`src/rtl/pm_pkg.sv`:
```
// pm_pkg: shared types and tile arithmetic for the player move scheduler.
//   state_t  sequencer states; dir_t decoded switch direction
//   tile_t   packed (x, y) tile coordinate
//   dir_of   switch priority up > right > down > left
//   next_tile  one-step move with tunnel wrap on both axes
//   addr_of  maze tile index y*gw + x
package pm_pkg;
  localparam int CW = 8;
  localparam int AW = 10;
  typedef logic [CW-1:0] coord_t;
  typedef struct packed {
    coord_t x;
    coord_t y;
  } tile_t;
  typedef enum logic [2:0] {IDLE, P0_REQ, P0_DAT, P1_REQ, P1_DAT} state_t;
  typedef enum logic [2:0] {NONE, UP, RIGHT, DOWN, LEFT} dir_t;
  function automatic dir_t dir_of(logic up, logic right, logic down, logic left);
    return up ? UP : right ? RIGHT : down ? DOWN : left ? LEFT : NONE;
  endfunction
  function automatic coord_t step(coord_t c, logic inc, logic dec, int n);
    return inc ? (c == coord_t'(n - 1) ? '0 : c + 1'b1)
         : dec ? (c == '0 ? coord_t'(n - 1) : c - 1'b1) : c;
  endfunction
  function automatic tile_t next_tile(tile_t t, dir_t d, int gw, int gh);
    return '{x: step(t.x, d == RIGHT, d == LEFT, gw), y: step(t.y, d == DOWN, d == UP, gh)};
  endfunction
  function automatic logic [AW-1:0] addr_of(tile_t t, int gw);
    return AW'(int'(t.y) * gw + int'(t.x));
  endfunction
endpackage

```
`src/rtl/player_move_scheduler_if.sv`:
```
// player_move_scheduler_if: maze tile read port shared with the renderer.
//   maze_rd_req  request, maze_addr held stable while high
//   maze_addr    tile index y*GRID_W + x
//   maze_rd_gnt  grant from the maze port arbiter
//   maze_wall    wall bit, valid the cycle after req&gnt is sampled
//   master = scheduler side, slave = arbiter/memory side
interface player_move_scheduler_if;
  logic                 maze_rd_req;
  logic [pm_pkg::AW-1:0] maze_addr;
  logic                 maze_rd_gnt;
  logic                 maze_wall;
  modport master(output maze_rd_req, maze_addr, input maze_rd_gnt, maze_wall);
  modport slave(input maze_rd_req, maze_addr, output maze_rd_gnt, maze_wall);
endinterface

```
`src/rtl/game_tick_divider.sv`:
```
// game_tick_divider: counts 0..TICK_DIV-1 and marks each wrap.
//   clock, reset  system clock, async active-high reset
//   wrap          combinational, high in the last count of the period
//   tick          registered one-cycle pulse following each wrap
module game_tick_divider #(
  parameter int TICK_DIV = 833333
) (
  input  logic clock,
  input  logic reset,
  output logic wrap,
  output logic tick
);
  localparam int W = $clog2(TICK_DIV);
  logic [W-1:0] cnt;
  assign wrap = cnt == W'(TICK_DIV - 1);
  always_ff @(posedge clock or posedge reset)
    if (reset) begin
      cnt  <= '0;
      tick <= 1'b0;
    end else begin
      cnt  <= wrap ? '0 : cnt + 1'b1;
      tick <= wrap;
    end
endmodule

```
`src/rtl/player_move_scheduler.sv`:
```
// player_move_scheduler: per game tick, reads the maze wall bit for each player's
// target tile (player 0 then player 1) and commits or blocks the move.
//   clock, reset          system clock, async active-high reset
//   maze                  tile read port (master side)
//   up/right/down/left0/1 direction switches, sampled at the tick
//   player0/1_x/y         tile coordinates, zero-extended to 32 bits
//   tick                  one-cycle game tick pulse
//   busy                  sequencer not idle
//   collide               both players on one tile, refreshed while idle
//   tick_overrun          sticky, a tick arrived while busy and was dropped
//   POWERUP_EN adds powerup0_x/y inputs and powerup_hit/powerup_owner outputs.
module player_move_scheduler
  import pm_pkg::*;
#(
  parameter int TICK_DIV = 833333,
  parameter int GRID_W   = 32,
  parameter int GRID_H   = 24,
  parameter int START0_X = 1,
  parameter int START0_Y = 1,
  parameter int START1_X = 30,
  parameter int START1_Y = 22
) (
  input  logic                    clock,
  input  logic                    reset,
  player_move_scheduler_if.master maze,
  input  logic                    up0,
  input  logic                    right0,
  input  logic                    down0,
  input  logic                    left0,
  input  logic                    up1,
  input  logic                    right1,
  input  logic                    down1,
  input  logic                    left1,
  output logic [31:0]             player0_x,
  output logic [31:0]             player0_y,
  output logic [31:0]             player1_x,
  output logic [31:0]             player1_y,
  output logic                    tick,
  output logic                    busy,
  output logic                    collide,
  output logic                    tick_overrun
`ifdef POWERUP_EN
  ,
  input  logic [31:0]             powerup0_x,
  input  logic [31:0]             powerup0_y,
  output logic                    powerup_hit,
  output logic                    powerup_owner
`endif
);
  localparam tile_t S0 = '{x: coord_t'(START0_X), y: coord_t'(START0_Y)};
  localparam tile_t S1 = '{x: coord_t'(START1_X), y: coord_t'(START1_Y)};
  state_t state;
  tile_t  p0, p1, tgt, n0, n1, m1;
  dir_t   nd0, nd1, d1;
  logic   wrap;
  assign nd0 = dir_of(up0, right0, down0, left0);
  assign nd1 = dir_of(up1, right1, down1, left1);
  assign n0  = next_tile(p0, nd0, GRID_W, GRID_H);
  assign n1  = next_tile(p1, nd1, GRID_W, GRID_H);
  // player 1 target from the direction latched at the tick
  assign m1  = next_tile(p1, d1, GRID_W, GRID_H);
  assign player0_x = 32'(p0.x);
  assign player0_y = 32'(p0.y);
  assign player1_x = 32'(p1.x);
  assign player1_y = 32'(p1.y);
`ifdef POWERUP_EN
  logic on_pu, got0;
  assign on_pu = powerup0_x == 32'(tgt.x) && powerup0_y == 32'(tgt.y);
`endif
  game_tick_divider #(.TICK_DIV(TICK_DIV)) u_div (.clock, .reset, .wrap, .tick);
  always_ff @(posedge clock or posedge reset)
    if (reset) begin
      state             <= IDLE;
      p0                <= S0;
      p1                <= S1;
      tgt               <= '0;
      d1                <= NONE;
      maze.maze_rd_req  <= 1'b0;
      maze.maze_addr    <= '0;
      busy              <= 1'b0;
      collide           <= 1'b0;
      tick_overrun      <= 1'b0;
`ifdef POWERUP_EN
      powerup_hit       <= 1'b0;
      powerup_owner     <= 1'b0;
      got0              <= 1'b0;
`endif
    end else begin
      if (wrap && state != IDLE) tick_overrun <= 1'b1;
`ifdef POWERUP_EN
      powerup_hit <= 1'b0;
`endif
      case (state)
        IDLE: begin
          collide <= p0 == p1;
          if (wrap && (nd0 != NONE || nd1 != NONE)) begin
            // a still player 0 goes straight to player 1's request
            state            <= nd0 != NONE ? P0_REQ : P1_REQ;
            tgt              <= nd0 != NONE ? n0 : n1;
            maze.maze_addr   <= addr_of(nd0 != NONE ? n0 : n1, GRID_W);
            maze.maze_rd_req <= 1'b1;
            busy             <= 1'b1;
            d1               <= nd1;
`ifdef POWERUP_EN
            got0             <= 1'b0;
`endif
          end
        end
        P0_REQ, P1_REQ:
          if (maze.maze_rd_gnt) begin
            state            <= state == P0_REQ ? P0_DAT : P1_DAT;
            maze.maze_rd_req <= 1'b0;
          end
        P0_DAT: begin
          if (!maze.maze_wall) p0 <= tgt;
`ifdef POWERUP_EN
          if (!maze.maze_wall && on_pu) begin
            powerup_hit   <= 1'b1;
            powerup_owner <= 1'b0;
            got0          <= 1'b1;
          end
`endif
          if (d1 != NONE) begin
            state            <= P1_REQ;
            tgt              <= m1;
            maze.maze_addr   <= addr_of(m1, GRID_W);
            maze.maze_rd_req <= 1'b1;
          end else begin
            state <= IDLE;
            busy  <= 1'b0;
          end
        end
        P1_DAT: begin
          if (!maze.maze_wall) p1 <= tgt;
`ifdef POWERUP_EN
          // player 0 keeps the powerup if both reach it on one tick
          if (!maze.maze_wall && on_pu && !got0) begin
            powerup_hit   <= 1'b1;
            powerup_owner <= 1'b1;
          end
`endif
          state <= IDLE;
          busy  <= 1'b0;
        end
        default: state <= IDLE;
      endcase
    end
endmodule

```
`src/flat_wrapper.sv`:
```
// flat-port wrapper written by rule: the top's interface ports become plain ports
module player_move_scheduler_flat import pm_pkg::*;
#(
  parameter int TICK_DIV = 833333,
  parameter int GRID_W   = 32,
  parameter int GRID_H   = 24,
  parameter int START0_X = 1,
  parameter int START0_Y = 1,
  parameter int START1_X = 30,
  parameter int START1_Y = 22
)
  (clock, reset, up0, right0, down0, left0, up1, right1, down1, left1, player0_x, player0_y, player1_x, player1_y, tick, busy, collide, tick_overrun, maze_maze_rd_req, maze_maze_addr, maze_maze_rd_gnt, maze_maze_wall);
  player_move_scheduler_if maze_i ();
  input  logic clock;
  input  logic reset;
  input  logic up0;
  input  logic right0;
  input  logic down0;
  input  logic left0;
  input  logic up1;
  input  logic right1;
  input  logic down1;
  input  logic left1;
  output logic [31:0] player0_x;
  output logic [31:0] player0_y;
  output logic [31:0] player1_x;
  output logic [31:0] player1_y;
  output logic tick;
  output logic busy;
  output logic collide;
  output logic tick_overrun;
  output wire logic [$bits(maze_i.maze_rd_req)-1:0] maze_maze_rd_req;
  output wire logic [$bits(maze_i.maze_addr)-1:0] maze_maze_addr;
  input wire logic [$bits(maze_i.maze_rd_gnt)-1:0] maze_maze_rd_gnt;
  input wire logic [$bits(maze_i.maze_wall)-1:0] maze_maze_wall;
  assign maze_maze_rd_req = maze_i.maze_rd_req;
  assign maze_maze_addr = maze_i.maze_addr;
  assign maze_i.maze_rd_gnt = maze_maze_rd_gnt;
  assign maze_i.maze_wall = maze_maze_wall;
  player_move_scheduler #(.TICK_DIV(TICK_DIV), .GRID_W(GRID_W), .GRID_H(GRID_H), .START0_X(START0_X), .START0_Y(START0_Y), .START1_X(START1_X), .START1_Y(START1_Y)) u_core (.clock(clock), .reset(reset), .maze(maze_i), .up0(up0), .right0(right0), .down0(down0), .left0(left0), .up1(up1), .right1(right1), .down1(down1), .left1(left1), .player0_x(player0_x), .player0_y(player0_y), .player1_x(player1_x), .player1_y(player1_y), .tick(tick), .busy(busy), .collide(collide), .tick_overrun(tick_overrun));
endmodule
```
`config.mk`:
```
export PLATFORM = sky130hd
export DESIGN_NAME = player_move_scheduler_flat
export DESIGN_NICKNAME = d
export VERILOG_FILES = /design/src/rtl/pm_pkg.sv /design/src/rtl/player_move_scheduler_if.sv /design/src/rtl/game_tick_divider.sv /design/src/rtl/player_move_scheduler.sv /design/src/flat_wrapper.sv
export SDC_FILE = /design/constraint.sdc
export NUM_CORES = 1
export LEC_CHECK = 0
export ABC_CLOCK_PERIOD_IN_PS = 3340
export CAP_MARGIN = 20
export CORE_MARGIN = 2
export CORE_UTILIZATION = 47
export DETAILED_ROUTE_END_ITERATION = 10
export GPL_TIMING_DRIVEN = 0
export HOLD_SLACK_MARGIN = 0.02
export MAX_ROUTING_LAYER = met4
export PLACE_DENSITY = 0.86
export SYNTH_ARGS = -nofsm -noshare
export SYNTH_HDL_FRONTEND = slang
export SYNTH_SLANG_ARGS = --single-unit
```
`constraint.sdc`:
```
create_clock -name clock -period 3.34 [get_ports clock]
set_input_delay 0.501 -clock clock [delete_from_list [all_inputs] [get_ports clock]]
set_output_delay 0.501 -clock clock [all_outputs]
set_load 0.005 [all_outputs]
```
==> qor.yml <==
synthesis:
  avgSynthCellArea_sq_um: 8.07
  ys_seq_area_share_pct: 30.1
  synth-edff-count: 0
  synth_common_cells: "buf_4 (101), dfrtp_1 (75), nand2_1 (73)"
  synth_top_area_share_pct: 26.7
  synth-seq-cells: 84
  postSynthCellCount: 871
  synth.most_common_cell: "buf_4"
  async_flop_share_pct: 100
  synth_largest_area_cell: "dfrtp_1"
  synth_area_sq_um: 7030
  synthTopCellsByArea: "dfrtp_1 (27%), buf_4 (11%), xor2_1 (4.6%), o21ai_0 (3.9%), nand2_1 (3.9%)"
  synth_ff_type: "dfrtp_1"
  ys_types: 70
  ys_warn_count: 0
clock_network:
  clock_latency_ps: 360
  cts_hold_buf: 0
  ctsRootBufferMaster: "clkbuf_16"
  clkSlewWorstSetupHoldPaths_ps: 70
  cts_tree: "yes"
  clock-sinks: 84
  clock_path_buffers: 2
  cts_buffers: 9
  h-tree-depth: 3
setup_path:
  cp_slowest_cell: "dfrtp_2"
  r2r-start: "u_core.player1_y[0]$_DFFE_PP0P_"
  end_kind: "flop"
  cp_max_fo: 4
  path_buf_inv: 3
  reg2reg_slack_ps: 120
  path_delay_family: "compound AO/OA/AOI/OAI gates"
  reg2reg_to: "u_core.maze.maze_addr[9]$_DFFE_PP0P_"
  max_stage_delay_ps: 420
  crit_path_cell_trace: "inv_2, ha_4, or3b_4, nor3_4, a221oi_1, o21ai_1, o41a_1, ha_2, inv_1, fa_2, inv_1, a21oi_1, nor3_2, xnor2_1, o21ai_0"
  cp-endpoint: "u_core.maze.maze_addr[9]$_DFFE_PP0P_"
  critPathLaunchType: "flop"
  crit_required_ps: 3560
  worstSetupStartpoint: "u_core.player1_y[0]$_DFFE_PP0P_"
  crit_type: "reg -> reg"
  cp_data_arrival_time_ps: 3440
  cp.depth: 15
  r2r_cells: 15
  crit_top_cell: "inv_1"
finish:
  final_net_count: 1077
  antenna_cells: 0
  syn_to_final_growth_pct: 25.6
  final_cell_count_no_fill: 1234
  drive_gt1_share_pct: 21.3
  fillCellCount: 1328
  final_util_pct: 60.5
floorplan:
  die_x_um: 126
  fp-row-count: 44
  die_h_um: 126
  die_area_sq_um: 16000
  ios: 155
  core-area_sq_um: 14600
  start_util_pct: 48.2
placement:
  portBuffers: 58
  dp.cells: 1209
  dpl.hpwl_um: 15400
  globalplace.congestion: 0.938
drt:
  vias: 6858
  viasPerCell: 5.56
  drt-total-wl_um: 21000
  drc: 0
  drtPass1Iterations: 5
  routedWlPerCell_um: 17.0
  ant_nets: 0
  drt_iter0_markers: 788
sta:
  hold_viol_final: 0
  report.final.slew_viol_count: 0
  post-route-min-period_ps: 3220
  whs_ps: 461
  clock_skew_ps: 9.48
  worstMarginPinSlew_ps: 944
  finalCritPeriodShare_pct: 96.4
  setup_tns_ps: 0
  finalSetupViolCount: 0
  max_freq_mhz: 311
  relSlewSlack_pct: 36.5
min_path:
  hold_path.class: "reg -> reg"
global_routing:
  grt_first_pass_wirelength_um: 33100
  grt_max_degree: 47
  antenna_found_initial: 0
  grt_pass1_vias: 6167
  grt_usage_pct: 26.8
  grt_overflow: 0
power_and_ir_drop:
  leakagePower_nw: 4.06
  powerDensity_nw_per_um2: 706
  ir_drop_mv: 0.366
job:
  max_cap_violations: 0
status:
  run_status: "finished clean"
## layout make-up
cell class	instances	area [sq um]	share of cell area (%)
Clock buffer	9	225	2.55
Clock inverter	7	66.3	0.751
Multi-Input combinational cell	692	4350	49.2
Sequential cell	84	2120	24.0
Tap cell	184	230	2.61
Buffer	149	975	11.0
Timing Repair Buffer	78	752	8.52
Inverter	31	119	1.35
## kinds of logic after synthesis
group / Yosys count / share of synthesized area [%]
AOI/OAI and AO/OA: 203 / 18.6
xor gates and xnor gates: 52 / 6.48
adders and majority gates: 20 / 3.77
buffers and inverters: 190 / 15.7
DFF: 84 / 30.1
muxes: 28 / 4.41
other: 1 / 0.0533
and+or+nand+nor: 293 / 20.9
## report_power, final
group / internal (mW) / switching, mW
Combinational: 1.60 / 1.92
Clock: 0.525 / 0.492
Sequential: 1.33 / 0.370
## worst min path at each step
stage	from	to	slack [ps]	depth (start not counted)
after global placement	u_core.tick_overrun$_DFFE_PP0P_	u_core.tick_overrun$_DFFE_PP0P_	450	1
after global routing	u_core.tick_overrun$_DFFE_PP0P_	u_core.tick_overrun$_DFFE_PP0P_	490	1
after detailed placement	u_core.tick_overrun$_DFFE_PP0P_	u_core.tick_overrun$_DFFE_PP0P_	440	1
after floorplan	u_core.tick_overrun$_DFFE_PP0P_	u_core.tick_overrun$_DFFE_PP0P_	450	1
final	u_core.tick_overrun$_DFFE_PP0P_	u_core.tick_overrun$_DFFE_PP0P_	460	1
after CTS	u_core.tick_overrun$_DFFE_PP0P_	u_core.tick_overrun$_DFFE_PP0P_	470	1
## layer usage
layer  up-vias  track usage (%)  wire [um]
met3        45             6.45       2210
met5         -                -          0
li1       3241                -          -
met4         0             8.47        471
met1      3185             36.5       8780
met2       387             39.8       9560
## flip-flops by register name, indices dropped and copies added, names as in the netlist
| register | count |
|---|---|
| u_core.busy | 1 |
| u_core.state | 3 |
| u_core.maze.maze_rd_req | 1 |
| u_core.collide | 1 |
| u_core.d1 | 3 |
| u_core.u_div.tick | 1 |
| u_core.player1_y | 8 |
| u_core.player1_x | 8 |
| u_core.player0_x | 8 |
| u_core.tick_overrun | 1 |
| u_core.tgt | 16 |
| u_core.player0_y | 8 |
| u_core.maze.maze_addr | 5 |
| u_core.u_div.cnt | 20 |
## layout by cell type, fill, tap and decap left out, types with 9 or more instances in the layout
cell / netlist / routed
nor3_1: 28 / 20
nor2b_1: 11 / 11
nand4_1: 12 / 12
clkbuf_16: 0 / 9
a31oi_1: 11 / 11
o21ai_0: 55 / 51
dfstp_2: 9 / 9
conb_1: 1 / 96
dfrtp_1: 75 / 73
ha_1: 18 / 14
xnor2_1: 15 / 15
a21oi_1: 49 / 49
and3_1: 10 / 10
nand2_1: 73 / 73
inv_1: 31 / 28
buf_4: 101 / 119
clkdlybuf4s50_1: 0 / 53
mux2_2: 24 / 24
clkbuf_1: 54 / 37
nand3_1: 31 / 30
a22oi_1: 10 / 10
nor2_1: 72 / 71
xor2_1: 37 / 37
## stage by stage
step                total power [mW]  setup slack (ps)  instance area [sq um]
finish                          6.23               122                   8830
global route                    6.64            -0.163                   8830
CTS                             5.99              11.9                   8630
detailed placement              4.86              -926                   8230
global placement                4.81              -865                   8200
floorplan                       3.71              95.7                   7390
## what timing repair did
action                     in CTS  in global routing
setup buffers                   4                 15
setup endpoints to repair       5                  3
gates resized for setup        32                 40
pin swaps                       2                  9
Power figures use the tool's default switching activity.
